File: config.mk
export PLATFORM = sky130hd
export DESIGN_NAME = gray_conv_arbitro
export DESIGN_NICKNAME = d
export VERILOG_FILES = /design/src/rtl/gray_conv_pkg.sv /design/src/rtl/bin_para_gray4.sv /design/src/rtl/gray_conv_arbitro.sv
export SDC_FILE = /design/constraint.sdc
export NUM_CORES = 1
export LEC_CHECK = 0
export BUFFER_PORTS_ARGS = -buffer_cell sky130_fd_sc_hd__buf_4
export CAP_MARGIN = 20
export CORE_UTILIZATION = 39
export CTS_CLUSTER_DIAMETER = 150
export DETAILED_ROUTE_END_ITERATION = 16
export SKIP_CTS_REPAIR_TIMING = 1
export SYNTH_ARGS = -nofsm -noshare
export SYNTH_HDL_FRONTEND = slang
export SYNTH_SLANG_ARGS = --single-unit
export TNS_END_PERCENT = 50
File: constraint.sdc
create_clock -name clk -period 2.25 [get_ports clk]
set_input_delay 0 -clock clk [delete_from_list [all_inputs] [get_ports clk]]
set_output_delay 0 -clock clk [all_outputs]
set_load 0.1 [all_outputs]
File: src/rtl/gray_conv_pkg.sv
// Shared types and helpers for the shared Gray-code converter block.
// Holds the controller state encoding, the 4-bit binary-to-Gray function
// and the requester-index width helper used to size id ports.
package gray_conv_pkg;

  // Controller states: waiting for a request, converting the captured
  // operand, and presenting the result downstream.
  typedef enum logic [1:0] {
    OCIOSO   = 2'd0,
    CONVERTE = 2'd1,
    ENTREGA  = 2'd2
  } estado_t;

  // Reflected binary code: each output bit is the xor of adjacent inputs.
  function automatic logic [3:0] gray4(input logic [3:0] b);
    return b ^ (b >> 1);
  endfunction

  // Width of a requester index; a single requester still needs one bit.
  function automatic int id_w(input int n);
    return (n > 1) ? $clog2(n) : 1;
  endfunction

endpackage

File: src/rtl/bin_para_gray4.sv
// Combinational 4-bit binary to Gray-code converter.
// Ports: bin - binary operand in; gray - Gray-coded value out.
// Zero latency, no state.
module bin_para_gray4
  import gray_conv_pkg::*;
(
  input  logic [3:0] bin,
  output logic [3:0] gray
);

  assign gray = gray4(bin);

endmodule

File: src/rtl/gray_conv_arbitro.sv
// One binary-to-Gray converter shared among N requesters via round-robin.
// Ports: clk/rst (sync, active high); req/entrada/ack toward the requesters;
//   saida/saida_id/saida_valida/saida_pronta toward the single consumer;
//   ocupado (not idle) and total (completed output handshakes, wrapping).
// Timing: request sampled in idle -> ack next cycle -> result valid the cycle
//   after; the result holds while saida_pronta is low.
module gray_conv_arbitro
  import gray_conv_pkg::*;
#(
  parameter int N            = 4,   // legal range 2..16
  parameter int LARGURA_CONT = 8,
  localparam int ID_W        = id_w(N)
) (
  input  logic                    clk,
  input  logic                    rst,
  input  logic [N-1:0]            req,
  input  logic [4*N-1:0]          entrada,
  output logic [N-1:0]            ack,
  output logic [3:0]              saida,
  output logic [ID_W-1:0]         saida_id,
  output logic                    saida_valida,
  input  logic                    saida_pronta,
  output logic                    ocupado,
  output logic [LARGURA_CONT-1:0] total
);

  estado_t         estado, estado_prox;

  logic [ID_W-1:0] ptr;        // round-robin starting point
  logic [ID_W-1:0] id_reg;     // requester being served
  logic [3:0]      op_reg;     // its captured operand
  logic [3:0]      gray_op;

  logic [ID_W-1:0] id_seg;     // requester after id_reg, modulo N
  logic [ID_W-1:0] base;       // scan start for this cycle's arbitration
  logic [ID_W-1:0] idx;
  logic            venc_vld;
  logic [ID_W-1:0] venc_id;
  logic [3:0]      op_venc;

  logic            captura;    // load id_reg/op_reg at this edge
  logic            entrega_ok; // output handshake at this edge

  logic [3:0]      ops [N];

  // Unpack the flat operand bus so the winner can select by index.
  for (genvar g = 0; g < N; g++) begin : g_ops
    assign ops[g] = entrada[4*g +: 4];
  end

  assign id_seg = (id_reg == ID_W'(N-1)) ? '0 : id_reg + ID_W'(1);

  // When a handshake completes in ENTREGA the pointer moves to id_reg+1 at
  // the same edge, so the back-to-back capture must already scan from there.
  assign base = (estado == ENTREGA) ? id_seg : ptr;

  // Round-robin scan. Walking the offsets from last to first lets the
  // earliest requester in scan order overwrite any later one.
  always_comb begin
    venc_vld = 1'b0;
    venc_id  = '0;
    idx      = '0;
    for (int k = N-1; k >= 0; k--) begin
      idx = ID_W'((int'(base) + k) % N);
      if (req[idx]) begin
        venc_vld = 1'b1;
        venc_id  = idx;
      end
    end
  end

  assign op_venc = ops[venc_id];

  // Next-state and control decode.
  always_comb begin
    estado_prox = estado;
    captura     = 1'b0;
    entrega_ok  = 1'b0;
    ack         = '0;
    case (estado)
      OCIOSO: begin
        if (venc_vld) begin
          captura     = 1'b1;
          estado_prox = CONVERTE;
        end
      end
      CONVERTE: begin
        ack[id_reg] = 1'b1;
        estado_prox = ENTREGA;
      end
      ENTREGA: begin
        if (saida_valida && saida_pronta) begin
          entrega_ok = 1'b1;
          if (venc_vld) begin
            captura     = 1'b1;
            estado_prox = CONVERTE;
          end else begin
            estado_prox = OCIOSO;
          end
        end
      end
      default: estado_prox = OCIOSO;
    endcase
  end

  bin_para_gray4 u_conv (
    .bin  (op_reg),
    .gray (gray_op)
  );

  // State and datapath registers.
  always_ff @(posedge clk) begin
    if (rst) begin
      estado       <= OCIOSO;
      ptr          <= '0;
      id_reg       <= '0;
      op_reg       <= '0;
      saida        <= '0;
      saida_id     <= '0;
      saida_valida <= 1'b0;
      total        <= '0;
    end else begin
      estado <= estado_prox;

      if (captura) begin
        id_reg <= venc_id;
        op_reg <= op_venc;
      end

      if (estado == CONVERTE) begin
        saida        <= gray_op;
        saida_id     <= id_reg;
        saida_valida <= 1'b1;
      end

      if (entrega_ok) begin
        saida_valida <= 1'b0;
        total        <= total + LARGURA_CONT'(1);
        ptr          <= id_seg;
      end
    end
  end

  assign ocupado = (estado != OCIOSO);

endmodule

==> results.json, run 1 <==
{
  "netlist.area_leader.share": 0.3895,
  "setup_violations": 0,
  "drive_gt1_frac": 0.3146,
  "largest_register_ff_count": 8,
  "die-height_um": 59.40,
  "synth_area_per_cell_um2": 9.589,
  "grt_pass1_vias": 927,
  "power.density_nw_per_um2": 644.0,
  "cts_buffers": 3,
  "ys_top_cells_by_area": "dfxtp_1 39%, mux2i_1 13%, nor2_1 7.0%, ha_1 4.9%, xnor2_1 3.4%",
  "grt_setup_unrepaired": "no",
  "grt_max_degree": 23,
  "clk_latency_ns": 0.30,
  "syn2layout_area_growth_pct": 31.16,
  "postLayoutCellArea_um2": 1685,
  "cp_cell_sequence": "inv_1 -> ha_1 -> mux2i_4 -> mux2_4 -> a221oi_4 -> or2b_1 -> o221ai_1",
  "synth_most_common_cell": "dfxtp_1",
  "synth_edf_count": 0,
  "die-area_um2": 3528,
  "worst-setup-path-type": "flop to flop",
  "cts_num_sinks": 25,
  "drc": 0,
  "fmax_mhz": 472.9,
  "root_buffer": "clkbuf_4",
  "arrival_ns": 2.30,
  "skew_ns": 0.003489,
  "synthCells": 134,
  "p_clk_frac": 0.179,
  "ys_seq_elements": 25,
  "yosysTopAreaCell": "dfxtp_1",
  "finalMaxSlewViolations": 0,
  "initialDrtViolationCount": 25,
  "routed_wl_mm": 2.705,
  "p_sw_uw": 406.1,
  "htree_num_levels": 1,
  "p_int_uw": 679.3,
  "yosysUniqueCellTypes": 34,
  "ys_top_cells_by_count": "25 x dfxtp_1, 24 x nor2_1, 17 x mux2i_1, 6 x nand2_1",
  "holdWs_ns": -0.0009658,
  "grt_first_pass_wirelength_mm": 4.284,
  "num_antenna_cells": 0,
  "vias_per_cell": 4.968,
  "cpPeakStageDelay_ns": 0.40,
  "antenna_found_initial": 0,
  "path_max_fanout": 6,
  "numPortBuffers": 42,
  "synth-seq-area-share": 0.3895,
  "place_area_um2": 1654,
  "ios": 43,
  "setup_tns_ns": 0,
  "cp_num_buf_inv": 1,
  "final_antenna_net_count": 0,
  "cp-end-kind": "flop",
  "min_period_ns": 2.115,
  "yosys_warnings": 0,
  "vias": 1103,
  "violations": "hold timing",
  "gp_congestion": 0.7309,
  "cp-start-kind": "flop",
  "dp_hpwl_mm": 2.127,
  "rows": 20,
  "die_w_um": 59.40,
  "clock_tree.buffer_depth": 2,
  "initial_core_util": 0.4175,
  "min_path_type": "input port to flop",
  "sequentialPowerShare": 0.467,
  "synth_fp_nets": 162,
  "worstPathRequired_ns": 2.44,
  "status": "complete, but fails checks",
  "tightest_slew_ns": 0.5183,
  "async_reset_ff_frac": 0,
  "hold_violations": 2,
  "drt-pass1-iter-count": 4,
  "grt-ovfl-total": 0,
  "final_nets": 207,
  "syn_area_um2": 1285,
  "switching_share": 0.3742,
  "max-slew-margin-rel": 0.6513,
  "coreArea_um2": 3078,
  "grt_util_all_layers": 0.1603,
  "cp_top_family": "multiplexers",
  "p_leak_uw": 0.0007242,
  "period_share": 0.9399,
  "clkTransAtPathRegs_ns": 0.13,
  "dominantRegCellSynth": "dfxtp_1",
  "crit_slowest_cell": "dfxtp_4",
  "power_frac_comb": 0.355,
  "wl_per_cell_um": 12.18,
  "max-vdd-ir-drop_mv": 0.2170,
  "cts_tree": "done",
  "drv_cap": 0
}
-- layout make-up --
cell class / instances / area, um2
sequential: 25 / 505.5
inverter: 4 / 15.01
multi-input combinational: 100 / 745.7
fill: 307 / 1393
tap: 44 / 55.05
clock buffer: 4 / 26.28
timing repair buffer: 45 / 337.8
-- cell usage in the layout (no fill, tap or decap) --
cell type / synthesis / final
nand4_1: 2 / 2
a21boi_0: 1 / 1
dfxtp_1: 25 / 23
buf_4: 1 / 45
a21oi_1: 1 / 1
dfxtp_4: 0 / 1
mux2i_4: 1 / 1
o221ai_1: 4 / 4
xor2_1: 5 / 5
dfxtp_2: 0 / 1
nor4b_1: 1 / 1
mux2_4: 1 / 1
a31o_1: 1 / 1
ha_1: 5 / 5
nand2_1: 6 / 6
and4_1: 1 / 1
nor2_1: 24 / 24
nor3_1: 3 / 3
and2_1: 4 / 4
clkbuf_4: 0 / 3
and3_1: 2 / 2
nor4_1: 2 / 2
a221oi_4: 1 / 1
nand2_2: 1 / 1
or2_2: 1 / 1
clkbuf_1: 3 / 1
nand3_1: 2 / 2
or2b_1: 1 / 1
mux2i_1: 17 / 17
nor2b_1: 1 / 1
xnor2_1: 5 / 5
inv_1: 4 / 4
nor2b_4: 1 / 1
and2b_1: 1 / 1
a211oi_1: 3 / 3
o2bb2ai_1: 2 / 2
-- layer usage --
metal | share of wire | wire (um) | track usage | up-vias
met3 | 0.038 | 103 | 0.01528 | 2
met2 | 0.45 | 1213 | 0.2376 | 25
met5 | 0 | 0 | 0 | -
met1 | 0.50 | 1349 | 0.2327 | 519
li1 | - | - | - | 557
met4 | 0.014 | 38 | 0.07143 | 0
-- worst reg2reg max path, delay by kind of cell (launching register included) --
family / cells / cell delay, ns
adders and majority gates: 1 / 0.34
muxes: 2 / 0.58
and+or+nand+nor: 1 / 0.20
DFF: 1 / 0.40
buffers and inverters: 1 / 0.06
AOI/OAI and AO/OA: 2 / 0.41
-- worst paths after layout --
kind | from | slack (ns) | endpoint | depth (start not counted)
max | id_reg[0] | 0.14 | op_reg[0] | 7
min | entrada[7] | -0.001 | op_reg[3] | 3
max reg2reg | id_reg[0] | 0.14 | op_reg[0] | 7
min reg2reg | saida[2] | 0.51 | saida[2] | 2
-- metrics by stage --
step	std cells	hold slack [ns]	setup WS [ns]	total power (uW)	util
floorplan	134	0.1100	0.1005	803.9	-
global placement	218	0.3055	0.1449	896.4	0.5374
global route	222	0.0007806	0.02779	1143	0.5476
CTS	222	-0.01131	0.04208	1095	0.5459
detailed placement	218	0.3183	0.05894	904.7	0.5374
finish	222	-0.0009658	0.1353	1085	0.5476
-- logic make-up after synthesis --
group | after synthesis | synth area share
AOI/OAI and AO/OA | 13 | 0.09543
xor gates and xnor gates | 10 | 0.06816
muxes | 19 | 0.1616
DFF | 25 | 0.3895
adders and majority gates | 5 | 0.04869
and+or+nand+nor | 53 | 0.2064
buffers and inverters | 9 | 0.03018
-- power groups by stage --
stage	Combinational, uW	Clock (uW)	Sequential [uW]
after floorplan	205	0	599
after global placement	382	0	514
after detailed placement	388	0	517
after CTS	388	200	507
after global routing	412	219	512
final	385	194	507
Note: power is estimated with default switching activity, not from simulation.
==> run 2: changes to the inputs <==
GPL_TIMING_DRIVEN = 0   (was unset)
==> run 2 against run 1 <==
  * Largest cell class unchanged
  * Power grew 3.8%
  * Sequential power about the same
  * Largest power group unchanged
  * Cell area up 7.3%
  * Via count increased by 4.2%
  * Critical path depth unchanged
  * Combinational power increased by 7.3%
  * The flow still finishes with violations (hold timing)
  * Highest routed layer unchanged
  * Critical endpoint is now op_reg[1]
  * Non-clock buffer count up 13
  * Sequential cell count did not move
==> results.json, run 2 (synthesis gave the netlist of run 1 again) <==
{
  "status": "complete, but fails checks",
  "violations": "hold timing",
  "dp_hpwl_mm": 2.179,
  "min_period_ns": 2.085,
  "antenna_found_initial": 0,
  "grt_first_pass_wirelength_mm": 4.623,
  "final_nets": 220,
  "setup_tns_ns": 0,
  "final_common_cell": "buf_4",
  "num_antenna_cells": 0,
  "worstPathRequired_ns": 2.47,
  "skew_ns": 0.007729,
  "tightest_slew_ns": 0.5031,
  "max-vdd-ir-drop_mv": 0.2770,
  "power.density_nw_per_um2": 623.4,
  "drv_cap": 0,
  "rows": 20,
  "clock_tree.buffer_depth": 2,
  "wl_per_cell_um": 12.97,
  "postLayoutCellArea_um2": 1808,
  "root_buffer": "clkbuf_4",
  "cp-start-kind": "flop",
  "grt_pass1_vias": 1042,
  "routed_wl_mm": 3.048,
  "drc": 0,
  "coreArea_um2": 3078,
  "cts_buffers": 3,
  "initial_core_util": 0.4175,
  "fmax_mhz": 479.6,
  "hold_violations": 2,
  "grt_setup_unrepaired": "no",
  "max-slew-margin-rel": 0.6615,
  "arrival_ns": 2.30,
  "numPortBuffers": 42,
  "largest_register_ff_count": 8,
  "die_w_um": 59.40,
  "initialDrtViolationCount": 32,
  "cts_num_sinks": 25,
  "grt_max_degree": 15,
  "min_path_type": "input port to flop",
  "clkTransAtPathRegs_ns": 0.14,
  "path_max_fanout": 6,
  "worst-setup-path-type": "flop to flop",
  "die-height_um": 59.40,
  "fin_util": 0.5874,
  "dp_slack_ns": -0.02757,
  "grt-ovfl-total": 0,
  "place_area_um2": 1655,
  "period_share": 0.9266,
  "setup_slack_ns": 0.1651,
  "clk_latency_ns": 0.32,
  "drt-pass1-iter-count": 4,
  "holdWs_ns": -0.01622,
  "drive_gt1_frac": 0.3141,
  "syn2layout_area_growth_pct": 40.70,
  "cts_tree": "done",
  "finalMaxSlewViolations": 0,
  "die-area_um2": 3528,
  "p_leak_uw": 0.0007746,
  "vias_per_cell": 4.889,
  "final_antenna_net_count": 0,
  "vias": 1149,
  "final_cell_mix": "45 x buf_4, 23 x nor2_1, 23 x dfxtp_1",
  "grt_util_all_layers": 0.1719,
  "gp_congestion": 0.7393,
  "htree_num_levels": 1,
  "setup_violations": 0,
  "ios": 43,
  "cp-end-kind": "flop"
}
-- run 2: stage by stage --
step	total power (uW)	cells
after floorplan	803.9	134
after global placement	894.2	220
after detailed placement	905.6	220
after CTS	1108	224
after global routing	1180	235
final	1127	235
-- run 2: report_power, final --
group	switching, uW	internal, uW
clock	140	66.7
combinational	263	151
sequential	31.0	476
-- run 2: final timing paths --
kind              slack, ns  startpoint  cells past startpoint   endpoint
setup / recovery       0.17   id_reg[0]                      7  op_reg[1]
hold / removal        -0.02  entrada[8]                      3  op_reg[0]
setup reg to reg       0.17   id_reg[0]                      7  op_reg[1]
hold reg to reg        0.52    saida[2]                      2   saida[2]
-- run 2: per-layer routing --
layer,GRT usage,vias up,wire length [um],part of all wire
met2,0.2777,25,1519,0.50
met5,0,-,0,0
met1,0.2350,543,1431,0.47
met3,0.02620,2,75,0.025
met4,0.05102,0,21,0.0069
li1,-,579,-,-
-- run 2: layout make-up --
| cell class | count | area, um2 |
|---|---|---|
| repair buffers | 53 | 420.4 |
| clock inverters | 1 | 5.005 |
| flip-flops and latches | 25 | 505.5 |
| plain buffers | 5 | 23.77 |
| clock buffers | 3 | 22.52 |
| inverters | 4 | 15.01 |
| well taps | 44 | 55.05 |
| multi-input cells | 100 | 760.7 |
| fillers | 290 | 1270 |
-- run 2: worst max-delay path, stage by stage (launching register included) --
cell and delay [ns]:
dfxtp_4 0.40, inv_1 0.08, ha_4 0.26, mux2i_4 0.24, mux2_4 0.34, a221oi_4 0.30, or2b_1 0.22, o221ai_1 0.14
==> run 3: changes to the inputs <==
BUFFER_PORTS_ARGS = unset   (was -buffer_cell sky130_fd_sc_hd__buf_4)
DONT_BUFFER_PORTS = 1   (was unset)
==> run 3 against run 2 <==
  * The run now ends clean
  * Power shrank 4.7%
  * Core utilization shrank 6.6 points
  * Non-clock buffer count shrank 34
  * First-iteration DRC count shrank 22%
==> results.json, run 3 (synthesis gave the netlist of run 1 again) <==
{
  "status": "finished, final reports clean",
  "worstReg2RegEnd": "op_reg[2]",
  "vias_per_cell": 5.030,
  "drt-pass1-iter-count": 4,
  "grt_pass1_vias": 893,
  "worstPathRequired_ns": 2.44,
  "grt_max_degree": 14,
  "grt_util_all_layers": 0.1548,
  "root_buffer": "clkbuf_4",
  "fmax_mhz": 468.0,
  "place_area_um2": 1340,
  "clk_latency_ns": 0.31,
  "num_antenna_cells": 0,
  "drive_gt1_frac": 0.1401,
  "cp-start-kind": "flop",
  "max-slew-margin-rel": 0.2849,
  "gp_congestion": 0.7517,
  "p_leak_uw": 0.0005994,
  "die_w_um": 59.40,
  "clock_tree.buffer_depth": 2,
  "cp-end-kind": "flop",
  "r2r_slack_ns": 0.11,
  "fillers": 308,
  "holdCritStartpoint": "saida_pronta",
  "worstSetupPathDepth": 8,
  "fin_cells": 201,
  "die-height_um": 59.40,
  "routed_wl_mm": 2.840,
  "cp_num_buf_inv": 1,
  "skew_ns": 0.006713,
  "setup_violations": 0,
  "grt_first_pass_wirelength_mm": 4.091,
  "period_share": 0.9497,
  "largest_register_ff_count": 8,
  "finalMaxSlewViolations": 0,
  "min_to": "estado[1]",
  "min_path_type": "input port to flop",
  "postLayoutCellArea_um2": 1604,
  "cts_tree": "done",
  "coreArea_um2": 3078,
  "dp_hpwl_mm": 1.932,
  "crit_slowest_cell": "dfxtp_4",
  "ios": 43,
  "die-area_um2": 3528,
  "max-vdd-ir-drop_mv": 0.2273,
  "grt_setup_unrepaired": "no",
  "final_common_cell": "nor2_1",
  "cp_top_family": "compound AO/OA/AOI/OAI gates",
  "hold-path-cell-count": 3,
  "cp_cell_sequence": "ha_1 -> nor2_1 -> mux2i_4 -> a31o_1 -> nor3_1 -> buf_4 -> mux2i_1 -> o221ai_1",
  "wl_per_cell_um": 14.13,
  "cpPeakStageDelay_ns": 0.39,
  "cts_buffers": 3,
  "arrival_ns": 2.33,
  "clkTransAtPathRegs_ns": 0.13,
  "dpl.cell_count": 178,
  "r2r_start": "id_reg[0]",
  "r2r_cells": 8,
  "tightest_slew_ns": 1.071,
  "initial_core_util": 0.4175,
  "numPortBuffers": 0,
  "htree_num_levels": 1,
  "drc": 0,
  "holdWs_ns": 0.04053,
  "rows": 20,
  "final_cell_mix": "23 x nor2_1, 21 x dfxtp_1, 19 x dlygate4sd3_1",
  "worst-setup-path-type": "flop to flop",
  "power.density_nw_per_um2": 669.5,
  "final_antenna_net_count": 0,
  "vias": 1011,
  "grt-ovfl-total": 0,
  "hold_violations": 0,
  "antenna_found_initial": 0,
  "cts_num_sinks": 25,
  "drv_cap": 0,
  "path_max_fanout": 9,
  "syn2layout_area_growth_pct": 24.83,
  "min_period_ns": 2.137,
  "final_nets": 186,
  "initialDrtViolationCount": 25
}
run 3: cell count changes in the layout (fill, tap and decap cells not counted), sizes merged:
| cell | previous run | this run |
|---|---|---|
| buf | 46 | 2 |
| clkbuf | 6 | 7 |
| clkinv | 1 | 0 |
| dlygate4sd3 | 9 | 19 |
run 3: stage by stage:
step / power (uW) / setup WS [ns] / setup TNS, ns / util
5_1_grt: 1136 / 0.01615 / 0 / 0.5211
3_5_place_dp: 839.2 / -0.1704 / -0.6696 / 0.4354
3_3_place_gp: 832.3 / -0.09677 / -0.3832 / 0.4354
4_1_cts: 1030 / -0.2690 / -1.819 / 0.4439
2_1_floorplan: 803.9 / 0.1005 / 0 / -
6_report: 1074 / 0.1131 / 0 / 0.5211
run 3: worst max-delay path by stage:
stage                 start   endpoint  slack (ns)
3_3_place_gp   saida_valida  op_reg[0]        -0.1
3_5_place_dp   saida_valida  op_reg[1]       -0.17
5_1_grt           id_reg[0]  op_reg[2]        0.02
6_report          id_reg[0]  op_reg[2]        0.11
2_1_floorplan  saida_valida  op_reg[0]        0.10
4_1_cts           estado[0]     ack[3]       -0.27
run 3: routing by layer:
layer | up-vias | track usage | routed length [um] | part of all wire
li1 | 522 | - | - | -
met4 | 0 | 0.07143 | 31 | 0.011
met1 | 457 | 0.2088 | 1283 | 0.45
met5 | - | 0 | 0 | 0
met2 | 28 | 0.2424 | 1396 | 0.49
met3 | 4 | 0.02183 | 128 | 0.045
run 3: worst min-delay path, cell delays in order:
cell and delay, ns:
a21boi_0 0.13, a21oi_1 0.16, nor2_1 0.05
run 3: layout make-up:
type                            count  area [um2]  share of cell area
Multi-Input combinational cell    100       783.3              0.4883
Inverter                            4       15.01            0.009360
Timing Repair Buffer               19       190.2              0.1186
Buffer                              5       23.77             0.01482
Clock buffer                        4       26.28             0.01638
Tap cell                           44       55.05             0.03432
Sequential cell                    25       510.5              0.3183
run 3: power breakdown:
part / leakage (uW) / total [uW] / switching, uW / internal [uW]
combinational: 0.000378 / 278 / 160 / 118
sequential: 0.000206 / 600 / 124 / 476
clock: 0.0000150 / 196 / 127 / 69.2
total: 0.000599 / 1070 / 411 / 663
